**src/rtl/hazard_stall_ctrl.sv**
```systemverilog
// Purpose: produces the stall/flush controls for the IF/ID, ID/EX, EX/MEM and MEM/WB pipeline registers.
// Latency: the control outputs are combinational (0 cycles); halted, mem_err and stall_cycles are registered.
// Backpressure: a multi-cycle memory access freezes the whole pipe, and a load-use hazard holds PC and IF/ID.
//
// Ports:
//   clk, rst          : clock and synchronous active-high reset
//   id_rs/id_rt       : source registers of the instruction in ID; id_uses_rt qualifies id_rt
//   ex_MemRead/ex_rd  : the EX instruction is a load, and its destination register
//   id_branch_taken   : a branch resolved in ID is taken
//   id_hlt            : HLT is decoded in ID
//   mem_req/mem_ready : MEM-stage access request and completion
//   *_stall/*_flush   : per-register hold and bubble controls
//   halted, mem_err   : drain state reached / sticky watchdog error
//   stall_cycles      : saturating count of stall cycles
module hazard_stall_ctrl #(
  parameter int REG_ID_W    = 4,
  parameter int MEM_TIMEOUT = 15,
  parameter int CNT_W       = 16
) (
  input  logic                clk,
  input  logic                rst,
  input  logic [REG_ID_W-1:0] id_rs,
  input  logic [REG_ID_W-1:0] id_rt,
  input  logic                id_uses_rt,
  input  logic                ex_MemRead,
  input  logic [REG_ID_W-1:0] ex_rd,
  input  logic                id_branch_taken,
  input  logic                id_hlt,
  input  logic                mem_req,
  input  logic                mem_ready,
  output logic                pc_stall,
  output logic                ifid_stall,
  output logic                ifid_flush,
  output logic                idex_stall,
  output logic                idex_flush,
  output logic                exmem_stall,
  output logic                memwb_flush,
  output logic                halted,
  output logic                mem_err,
  output logic [CNT_W-1:0]    stall_cycles
);

  localparam int WAIT_W = (MEM_TIMEOUT < 2) ? 1 : $clog2(MEM_TIMEOUT + 1);

  typedef enum logic [1:0] {RUN, MEM_WAIT, HALTED} state_t;

  state_t            r_state;
  logic [WAIT_W-1:0] r_wait_cnt;
  logic              r_mem_err;
  logic [CNT_W-1:0]  r_stall_cnt;

  logic w_freeze;
  logic w_luse;

  assign w_freeze = mem_req & ~mem_ready;
  // Register 0 is hard-wired, so a load targeting it can never create a hazard.
  assign w_luse   = ex_MemRead & (ex_rd != '0) &
                    ((ex_rd == id_rs) | (id_uses_rt & (ex_rd == id_rt)));

  always_comb begin
    pc_stall    = 1'b0;
    ifid_stall  = 1'b0;
    ifid_flush  = 1'b0;
    idex_stall  = 1'b0;
    idex_flush  = 1'b0;
    exmem_stall = 1'b0;
    memwb_flush = 1'b0;
    if (!rst) begin
      if (r_state == HALTED) begin
        // Keep feeding bubbles so the younger stages drain. MEM may still be
        // waiting on the last access, so the freeze is still honoured.
        pc_stall   = 1'b1;
        ifid_flush = 1'b1;
        if (w_freeze) begin
          ifid_stall  = 1'b1;
          idex_stall  = 1'b1;
          exmem_stall = 1'b1;
          memwb_flush = 1'b1;
        end
      end else if (w_freeze) begin
        pc_stall    = 1'b1;
        ifid_stall  = 1'b1;
        idex_stall  = 1'b1;
        exmem_stall = 1'b1;
        memwb_flush = 1'b1;
      end else if (w_luse) begin
        // A branch that arrives together with a load-use hazard is dropped
        // here. ID holds the branch and resolves it again next cycle.
        pc_stall   = 1'b1;
        ifid_stall = 1'b1;
        idex_flush = 1'b1;
      end else begin
        if (id_branch_taken) begin
          ifid_flush = 1'b1;
        end
        if (id_hlt && (r_state == RUN)) begin
          pc_stall   = 1'b1;
          ifid_flush = 1'b1;
        end
      end
    end
  end

  always_ff @(posedge clk) begin
    if (rst) begin
      r_state     <= RUN;
      r_wait_cnt  <= '0;
      r_mem_err   <= 1'b0;
      r_stall_cnt <= '0;
    end else begin
      if ((r_state != HALTED) && pc_stall && (r_stall_cnt != {CNT_W{1'b1}})) begin
        r_stall_cnt <= r_stall_cnt + CNT_W'(1);
      end
      case (r_state)
        RUN: begin
          if (w_freeze) begin
            if (MEM_TIMEOUT <= 1) begin
              r_mem_err <= 1'b1;
              r_state   <= HALTED;
            end else begin
              r_wait_cnt <= WAIT_W'(1);
              r_state    <= MEM_WAIT;
            end
          end else if (id_hlt && !w_luse) begin
            r_state <= HALTED;
          end
        end
        MEM_WAIT: begin
          if (w_freeze) begin
            // The counter holds the number of freeze cycles seen so far. This
            // edge makes MEM_TIMEOUT of them, so the watchdog trips here.
            if (r_wait_cnt >= WAIT_W'(MEM_TIMEOUT - 1)) begin
              r_mem_err  <= 1'b1;
              r_wait_cnt <= '0;
              r_state    <= HALTED;
            end else begin
              r_wait_cnt <= r_wait_cnt + WAIT_W'(1);
            end
          end else begin
            r_wait_cnt <= '0;
            r_state    <= RUN;
          end
        end
        HALTED: begin
          r_state <= HALTED;
        end
        default: begin
          r_state <= RUN;
        end
      endcase
    end
  end

  assign halted       = (r_state == HALTED);
  assign mem_err      = r_mem_err;
  assign stall_cycles = r_stall_cnt;

endmodule

```
**config.mk**
```make
export PLATFORM = sky130hd
export DESIGN_NAME = hazard_stall_ctrl
export DESIGN_NICKNAME = d
export VERILOG_FILES = /design/src/rtl/hazard_stall_ctrl.sv
export SDC_FILE = /design/constraint.sdc
export NUM_CORES = 1
export LEC_CHECK = 0
export CORE_ASPECT_RATIO = 1.1
export CORE_UTILIZATION = 49
export DETAILED_ROUTE_END_ITERATION = 16
export GPL_TIMING_DRIVEN = 1
export PLACE_DENSITY = 0.82
export SLEW_MARGIN = 20
export SYNTH_ARGS = -nofsm -noshare
export SYNTH_HDL_FRONTEND = slang
export SYNTH_SLANG_ARGS = --single-unit
```
**constraint.sdc**
```tcl
create_clock -name clk -period 2.7 [get_ports clk]
set_input_delay 0.405 -clock clk [delete_from_list [all_inputs] [get_ports clk]]
set_output_delay 0.405 -clock clk [all_outputs]
set_load 0.01 [all_outputs]
```
Word level (Yosys, flattened, before mapping)

Index checks and enable logic that the tools add are counted.

Bits of input ports: 20
Bits in registers: 23

Muxes and demuxes: 29
Bitwise operators: 6
Eq/ne operators: 9
Add/subtract/negate cells: 2
Reduce and logical (&&, ||, !) cells: 11
$lt $le $gt $ge: 1

Operators with widths:

| kind                                                                   | number |
|---|---|
| 1-bit 2-to-1 mux                                                       | 20 |
| 16-bit by 1-bit adder with 16-bit output (second input constant)       | 1 |
| 16-bit != test (second input constant)                                 | 1 |
| 4-bit 2-to-1 mux                                                       | 3 |
| 4-bit equality test                                                    | 2 |
| 2-bit 2-to-1 mux                                                       | 4 |
| 4-bit one-hot mux with 2 select lines                                  | 1 |
| 2-bit one-hot mux with 3 select lines                                  | 1 |
| 4-bit by 1-bit adder with 4-bit output (second input constant)         | 1 |
| 1-bit AND                                                              | 4 |
| 4-bit greater-or-equal comparator (second input constant)              | 1 |
| 1-bit logical AND                                                      | 4 |
| 2-bit != test (second input constant)                                  | 2 |
| 2-bit AND reduction                                                    | 2 |
| 4-bit nonzero test                                                     | 1 |
| 3-bit by 2-bit != test with 1-bit output (second input constant)       | 1 |
| 3-bit != test (second input constant)                                  | 1 |
| 3-bit AND reduction                                                    | 1 |
| 2-bit by 1-bit equality test with 1-bit output (second input constant) | 1 |
| 2-bit equality test (second input constant)                            | 1 |
| 2-bit logical NOT                                                      | 1 |
| 2-bit nonzero test                                                     | 1 |
| 1-bit logical NOT                                                      | 1 |
| 1-bit NOT                                                              | 1 |
| 1-bit bitwise OR                                                       | 1 |

Longest topological paths before layout

Gate-level depths: netlist (run 1).

Word-level depth: 10
Gate-level depth with buffers: 8

Least setup slack after synthesis (run 1)

Ideal clock, no wire load.

Path type: input-to-output
From: input ex_rd[1]
To: output pc_stall
Arrival: 1.581 ns
Slack: 0.714 ns
Path buffers: 2
Stages on the path: 6
Path through: xor2_1 -> o41ai_4 -> a21oi_2 -> buf_6 -> buf_4 -> nor2_1

Longest elaborated chain between the ends: 8
Elaborated cells between the ends (all ways): 11
Classes of those cells: 2 x eq/ne; 4 x mux; 4 x bitwise; 1 x reduce/logical

RTL lines:

| item                | line | RTL |
|---|---|---|
| start, declared     | 26   | `input logic [REG_ID_W-1:0] ex_rd,` |
| 4-bit equality test | 58   | `((ex_rd == id_rs) \| (id_uses_rt & (ex_rd == id_rt)));` |
| 1-bit AND           | 58   |  |
| 1-bit bitwise OR    | 58   |  |
| 1-bit AND *         | 57   | `assign w_luse = ex_MemRead & (ex_rd != '0) &` |
| 1-bit 2-to-1 mux *  | 86   | `end else if (w_luse) begin` |
| 1-bit 2-to-1 mux *  | 80   | `end else if (w_freeze) begin` |
| 1-bit 2-to-1 mux *  | 69   | `if (r_state == HALTED) begin` |
| 1-bit 2-to-1 mux *  | 68   | `if (!rst) begin` |
| end, declared       | 31   | `output logic pc_stall,` |

Mark *: on every way between the ends. The rest lies on a longest branch, timed or not.

Worst setup path after layout (run 1)

From: input ex_rd[0]
To: output pc_stall

Same word-level chain as after synthesis.

==> results.sh, run 1 <==
export IMPL_synth_edf_count=0
export IMPL_fillCellCount=204
export IMPL_grt_pass1_vias=1323
export IMPL_pwr_share_seq_pct=53.2
export IMPL_synth_area_um2=1400
export IMPL_drt_vias_per_instance=5.93
export IMPL_cts_buffer_depth=2
export IMPL_worstMarginPinSlew_ns=0.335
export IMPL_finalSetupViolCount=0
export IMPL_stdcell_area_um2=1920
export IMPL_p_leak_nw=0.731
export IMPL_net_switching_power_uw=190
export IMPL_intPower_uw=480
export IMPL_max_slew_margin_rel_pct=77.1
export IMPL_cts_sinks=23
export IMPL_first_pass_iters=4
export IMPL_ioPinCount=45
export IMPL_critPathKind="in -> out"
export IMPL_cellPowerDensity_nw_per_um2=349
export IMPL_grt_max_degree=26
export IMPL_vdd_drop_max_mv=0.386
export IMPL_via_count=1460
export IMPL_areaGrowthSynthToFinish_pct=37.2
export IMPL_antenna_cells=0
export IMPL_initial_core_util_pct=54.0
export IMPL_clkPwrFrac_pct=23.9
export IMPL_finClkSkew_ns=0.0123
export IMPL_cts_root_buf="clkbuf_4"
export IMPL_wl_per_cell_um=14.1
export IMPL_antenna_found_initial=0
export IMPL_final_max_slew_violation_count=0
export IMPL_use_met3_pct=3.94
export IMPL_ys_async_sr_fraction_pct=0
export IMPL_drv_cap=0
export IMPL_yosys_cell_types_count=45
export IMPL_route_detailed_drc=0
export IMPL_cts_hold_buf=0
export IMPL_ant_nets=0
export IMPL_switching_share_pct=28.3
export IMPL_wl_um=3460
export IMPL_yosysWarnings=0
export IMPL_path_clk_slew_ns=0.13
export IMPL_fp_dieH_um=58.1
export IMPL_cp_data_arrival_time_ns=2.09
export IMPL_coreArea_um2=2590
export IMPL_avgSynthCellArea_um2=8.43
export IMPL_crit_slowest_cell="clkdlybuf4s50_1"
export IMPL_synth_area_leader_cell="dfxtp_1"
export IMPL_grtUsageTotal_pct=23.3
export IMPL_grt_util_met1_pct=28.0
export IMPL_ys_seq_area_share_pct=32.9
export IMPL_core_rowCount=19
export IMPL_dieArea_um2=3080
export IMPL_max_freq_ghz=0.400
export IMPL_grt_ovfl_total=0
export IMPL_ys_seq_elements=23
export IMPL_p_comb_share_pct=22.9
export IMPL_yosys_most_used_dff="dfxtp_1"
export IMPL_worst_setup_path_end_kind="output pin"
export IMPL_drive_above_1_share_pct=10.2
export IMPL_fin_crit_ns=2.50
export IMPL_crit_required_ns=2.30
export IMPL_hold_viol=0
export IMPL_setup_tns_ns=0
export IMPL_routabilityCongestion=0.768
export IMPL_max_stage_delay_ns=0.44
export IMPL_crit_chain="clkdlybuf4s50_1 -> buf_4 -> xnor2_1 -> nand4_1 -> o41ai_4 -> buf_4 -> a21oi_2 -> nor2_1 -> dlygate4sd2_1"
export IMPL_crit_fanout=4
export IMPL_hold_class="reg -> reg"
export IMPL_grt_setup_unrepaired="false"
export IMPL_hpwl_um=2600
export IMPL_startpoint_type="input pin"
export IMPL_busiest_layer="met2"
export IMPL_io_buffers=44
export IMPL_nets=239
export IMPL_cp_common_cell="buf_4"
export IMPL_synth_top_area_share_pct=32.9
export IMPL_status="complete, no violations"
export IMPL_timing_final_crit_share_pct=92.5
export IMPL_cts_tree="yes"
export IMPL_grt_pass1_wl_um=5500
export IMPL_worstSkewPairLatency_ns=0.31
export IMPL_globalRouteMet2Util_pct=41.0
export IMPL_numCtsBuffers=3
export IMPL_htreeDepth=1
export IMPL_postPlaceCellArea_um2=1890
export IMPL_die_w_um=53.0
export IMPL_syn_num_nets=189
export IMPL_synth_area_top_cells="dfxtp_1 33%, nor2_1 5.1%, a21oi_1 4.6%"
export IMPL_synth_cells=166
export IMPL_first_iter_violations=39
-- final timing paths --
check / start / end / slack (ns) / cells past startpoint
max: ex_rd[0] / pc_stall / 0.20 / 9
min: mem_err / mem_err / 0.49 / 1
max reg2reg: stall_cycles[0] / stall_cycles[1] / 0.59 / 8
min reg2reg: mem_err / mem_err / 0.49 / 1
-- kinds of logic (layout without fill, tap and decap cells) --
kind of cell	count (synthesis)	in the layout	synth area share [%]
multiplexers	5	5	3.93
AO/OA/AOI/OAI	42	42	22.1
flip-flops	23	23	32.9
adder cells (fa/ha/maj)	3	3	2.68
XOR/XNOR	8	8	5.54
AND/OR/NAND/NOR	73	73	27.7
buffers and inverters	12	61	5.18
-- area by class of cell --
cell class | instances | area (um^2) | area share, %
inverter | 4 | 15.0 | 0.782
clock inverter | 1 | 5.00 | 0.261
sequential | 23 | 460 | 24.0
timing repair buffer | 53 | 509 | 26.5
multi-input combinational | 131 | 870 | 45.3
tap | 31 | 38.8 | 2.02
clock buffer | 3 | 22.5 | 1.17
-- critical path, delay by kind of cell --
family	cells	cell delay [ns]
AO/OA/AOI/OAI	2	0.32
XOR/XNOR	1	0.12
buffers and inverters	4	1.04
AND/OR/NAND/NOR	2	0.21
-- placed cells by master, fill, tap and decap left out, drive strengths merged, types with 4 or more instances in the layout --
| cell | count |
|---|---|
| nand2 | 10 |
| o21ai | 11 |
| nor2b | 6 |
| or3 | 8 |
| nor2 | 19 |
| buf | 9 |
| nand3 | 8 |
| a21oi | 14 |
| mux2 | 4 |
| xnor2 | 5 |
| nand4 | 7 |
| inv | 4 |
| dfxtp | 23 |
| clkdlybuf4s50 | 39 |
-- metal layers --
| layer | vias to the layer above | wire length (um) |
|---|---|---|
| met5 | - | 0 |
| met4 | 0 | 43 |
| met3 | 4 | 272 |
| met2 | 62 | 1670 |
| met1 | 682 | 1480 |
| li1 | 712 | - |
-- metrics by stage --
stage / instances / utilization, % / worst slack (ns) / hold WS [ns] / total power, mW
2_1_floorplan: 166 / - / 0.714 / 0.465 / 0.444
3_3_place_gp: 242 / 72.9 / -0.0327 / 0.454 / 0.514
3_5_place_dp: 242 / 72.9 / -0.0898 / 0.470 / 0.518
4_1_cts: 246 / 73.9 / 0.0264 / 0.501 / 0.677
5_1_grt: 246 / 74.1 / 0.0989 / 0.521 / 0.699
6_report: 246 / 74.1 / 0.202 / 0.493 / 0.670
-- registers in the layout, indices dropped and copies added, names as in the netlist --
| name | cells |
|---|---|
| mem_err | 1 |
| stall_cycles | 16 |
| r_wait_cnt | 4 |
| r_state | 2 |
-- power by group through the flow --
stage	Clock [mW]	Combinational [mW]	Sequential (mW)
4_1_cts	0.166	0.154	0.356
3_3_place_gp	0	0.151	0.363
5_1_grt	0.173	0.167	0.358
6_report	0.160	0.153	0.357
3_5_place_dp	0	0.154	0.364
2_1_floorplan	0	0.0827	0.362
-- cell usage after synthesis (5+ instances only) --
library cell and count:
nor2_1 19, buf_4 5, nand2_1 10, or3_1 8, nor2b_1 6, nand4_1 7, nand3_1 8, xnor2_1 5
dfxtp_1 23, a21oi_1 13, o21ai_1 7
-- what timing repair did --
item | 4_1_cts | 5_1_grt
hold endpoints to repair | 0 | 0
setup buffers | 0 | 0
gates resized for setup | 4 | 2
setup endpoints to repair | 3 | 2
No activity file was read; power rests on OpenSTA's default activity.
==> inputs of run 2 (changes only) <==
--- a/config.mk
+++ b/config.mk
@@ -9,7 +9,7 @@
 export CORE_UTILIZATION = 49
 export DETAILED_ROUTE_END_ITERATION = 16
 export GPL_TIMING_DRIVEN = 1
-export PLACE_DENSITY = 0.82
+export PLACE_DENSITY_LB_ADDON = 0.05
 export SLEW_MARGIN = 20
 export SYNTH_ARGS = -nofsm -noshare
 export SYNTH_HDL_FRONTEND = slang
==> run 2 against run 1 <==
  * Non-clock buffer count decreased by 1
  * Via count decreased by 0.82%
  * Sequential share of layout area about the same
  * Design area about the same
  * Clock skew decreased by 0.010 ns
  * Global-route usage is 0.30 points lower
  * Sequential cell count did not move
  * Core utilization barely moved
  * Combinational power is essentially flat
  * Clock power down 4%
  * Worst hold slack gained 0.015 ns
  * Total power fell by 1.2%
==> results.sh, run 2 (synthesis results as in run 1) <==
export IMPL_layout_common_cells="38 x clkdlybuf4s50_1, 23 x dfxtp_1, 19 x nor2_1"
export IMPL_grtUsageTotal_pct=23.1
export IMPL_dieArea_um2=3080
export IMPL_postPlaceCellArea_um2=1880
export IMPL_first_iter_violations=62
export IMPL_net_switching_power_uw=181
export IMPL_worstMarginPinSlew_ns=0.364
export IMPL_grt_pass1_wl_um=5420
export IMPL_final_max_slew_violation_count=0
export IMPL_grt_ovfl_total=0
export IMPL_areaGrowthSynthToFinish_pct=37.3
export IMPL_cts_root_buf="clkbuf_4"
export IMPL_clkPwrFrac_pct=23.2
export IMPL_hpwl_um=2610
export IMPL_intPower_uw=480
export IMPL_crit_fanout=4
export IMPL_wl_um=3450
export IMPL_cts_sinks=23
export IMPL_mostFrequentLayoutCell="clkdlybuf4s50_1"
export IMPL_route_detailed_drc=0
export IMPL_cellPowerDensity_nw_per_um2=344
export IMPL_power_total_uw=662
export IMPL_cts_tree="yes"
export IMPL_final_util_pct=74.2
export IMPL_fp_dieH_um=58.1
export IMPL_p_comb_share_pct=22.9
export IMPL_postLayoutSetupSlackWorst_ns=0.265
export IMPL_htreeDepth=1
export IMPL_pwr_share_seq_pct=53.8
export IMPL_wl_per_cell_um=14.1
export IMPL_fillCellCount=198
export IMPL_cts_hold_buf=0
export IMPL_numCtsBuffers=3
export IMPL_hold_ws_ns=0.508
export IMPL_max_slew_margin_rel_pct=75.1
export IMPL_critPathKind="in -> out"
export IMPL_timing_final_crit_share_pct=90.2
export IMPL_initial_core_util_pct=54.0
export IMPL_status="complete, no violations"
export IMPL_ant_nets=0
export IMPL_grt_pass1_vias=1370
export IMPL_worst_setup_path_end_kind="output pin"
export IMPL_startpoint_type="input pin"
export IMPL_worstSkewPairLatency_ns=0.30
export IMPL_cp_data_arrival_time_ns=2.03
export IMPL_ioPinCount=45
export IMPL_io_buffers=44
export IMPL_post_cts_buffers=0
export IMPL_vdd_drop_max_mv=0.312
export IMPL_hold_depth=1
export IMPL_r2r_cells=8
export IMPL_largest_reg_flops=16
export IMPL_place_ws_ns=-0.0802
export IMPL_antenna_found_initial=0
export IMPL_core_rowCount=19
export IMPL_finalSetupViolCount=0
export IMPL_cts_buffer_depth=2
export IMPL_antenna_cells=0
export IMPL_coreArea_um2=2590
export IMPL_die_w_um=53.0
export IMPL_via_count=1448
export IMPL_grt_setup_unrepaired="false"
export IMPL_crit_required_ns=2.30
export IMPL_nets=238
export IMPL_hold_viol=0
export IMPL_switching_share_pct=27.4
export IMPL_hold_class="reg -> reg"
export IMPL_finClkSkew_ns=0.00187
export IMPL_stdcell_area_um2=1920
export IMPL_p_leak_nw=0.749
export IMPL_drive_above_1_share_pct=9.35
export IMPL_fin_crit_ns=2.43
export IMPL_drt_vias_per_instance=5.91
export IMPL_path_clk_slew_ns=0.12
export IMPL_grt_max_degree=28
export IMPL_max_freq_ghz=0.411
export IMPL_routabilityCongestion=0.773
export IMPL_drv_cap=0
export IMPL_first_pass_iters=5
==> run 2: cell types whose count changed in the layout (fill, tap and decap cells not counted) <==
cell and delta:
clkinv_2 -1, clkbuf_1 +1, dlygate4sd2_1 -2, buf_4 -1, clkdlybuf4s50_1 -1, dlymetal6s2s_1 +3
==> run 2: final cells by class <==
type                            count  area [um^2]  area share, %
Multi-Input combinational cell    131          870           45.2
Tap cell                           31         38.8           2.02
Timing Repair Buffer               52          512           26.6
Inverter                            4         15.0          0.781
Sequential cell                    23          460           24.0
Clock buffer                        4         26.3           1.37
==> run 2: stage by stage <==
step / instances / setup TNS, ns
floorplan: 166 / 0
global placement: 241 / -0.0556
detailed placement: 241 / -0.0802
CTS: 245 / 0
global route: 245 / 0
finish: 245 / 0
==> run 2: what timing repair did <==
action | in CTS | in global routing
gates cloned | 0 | 0
endpoints found under the setup margin | 1 | 3
pin swaps | 0 | 0
resized for setup | 2 | 5
==> run 2: routing by layer <==
| layer | GRT usage (%) | vias up | part of all wire (%) |
|---|---|---|---|
| met5 | 0 | - | 0 |
| met2 | 42.5 | 52 | 50 |
| li1 | - | 713 | - |
| met3 | 4.20 | 4 | 5.6 |
| met1 | 24.7 | 679 | 43 |
| met4 | 10.5 | 0 | 0.99 |
==> run 2: power by group through the flow <==
stage	Sequential, mW	Clock, mW	Combinational (mW)
after floorplan	0.362	0	0.0827
after CTS	0.356	0.162	0.152
after detailed placement	0.364	0	0.151
after global placement	0.363	0	0.147
after global routing	0.358	0.176	0.162
final	0.356	0.154	0.152
==> run 2: final timing paths <==
kind                                      start  slack, ns              end
worst min register to register          mem_err       0.51          mem_err
worst min-delay path                    mem_err       0.51          mem_err
worst max register to register  stall_cycles[0]       0.53  stall_cycles[1]
worst max-delay path                   ex_rd[1]       0.27       idex_flush
==> run 2: worst max-delay path, cell delays in order <==
cell             delay, ns
clkdlybuf4s50_1       0.43
xor2_1                0.19
o41ai_4               0.40
nand2_2               0.12
nor3_1                0.18
dlygate4sd2_1         0.29
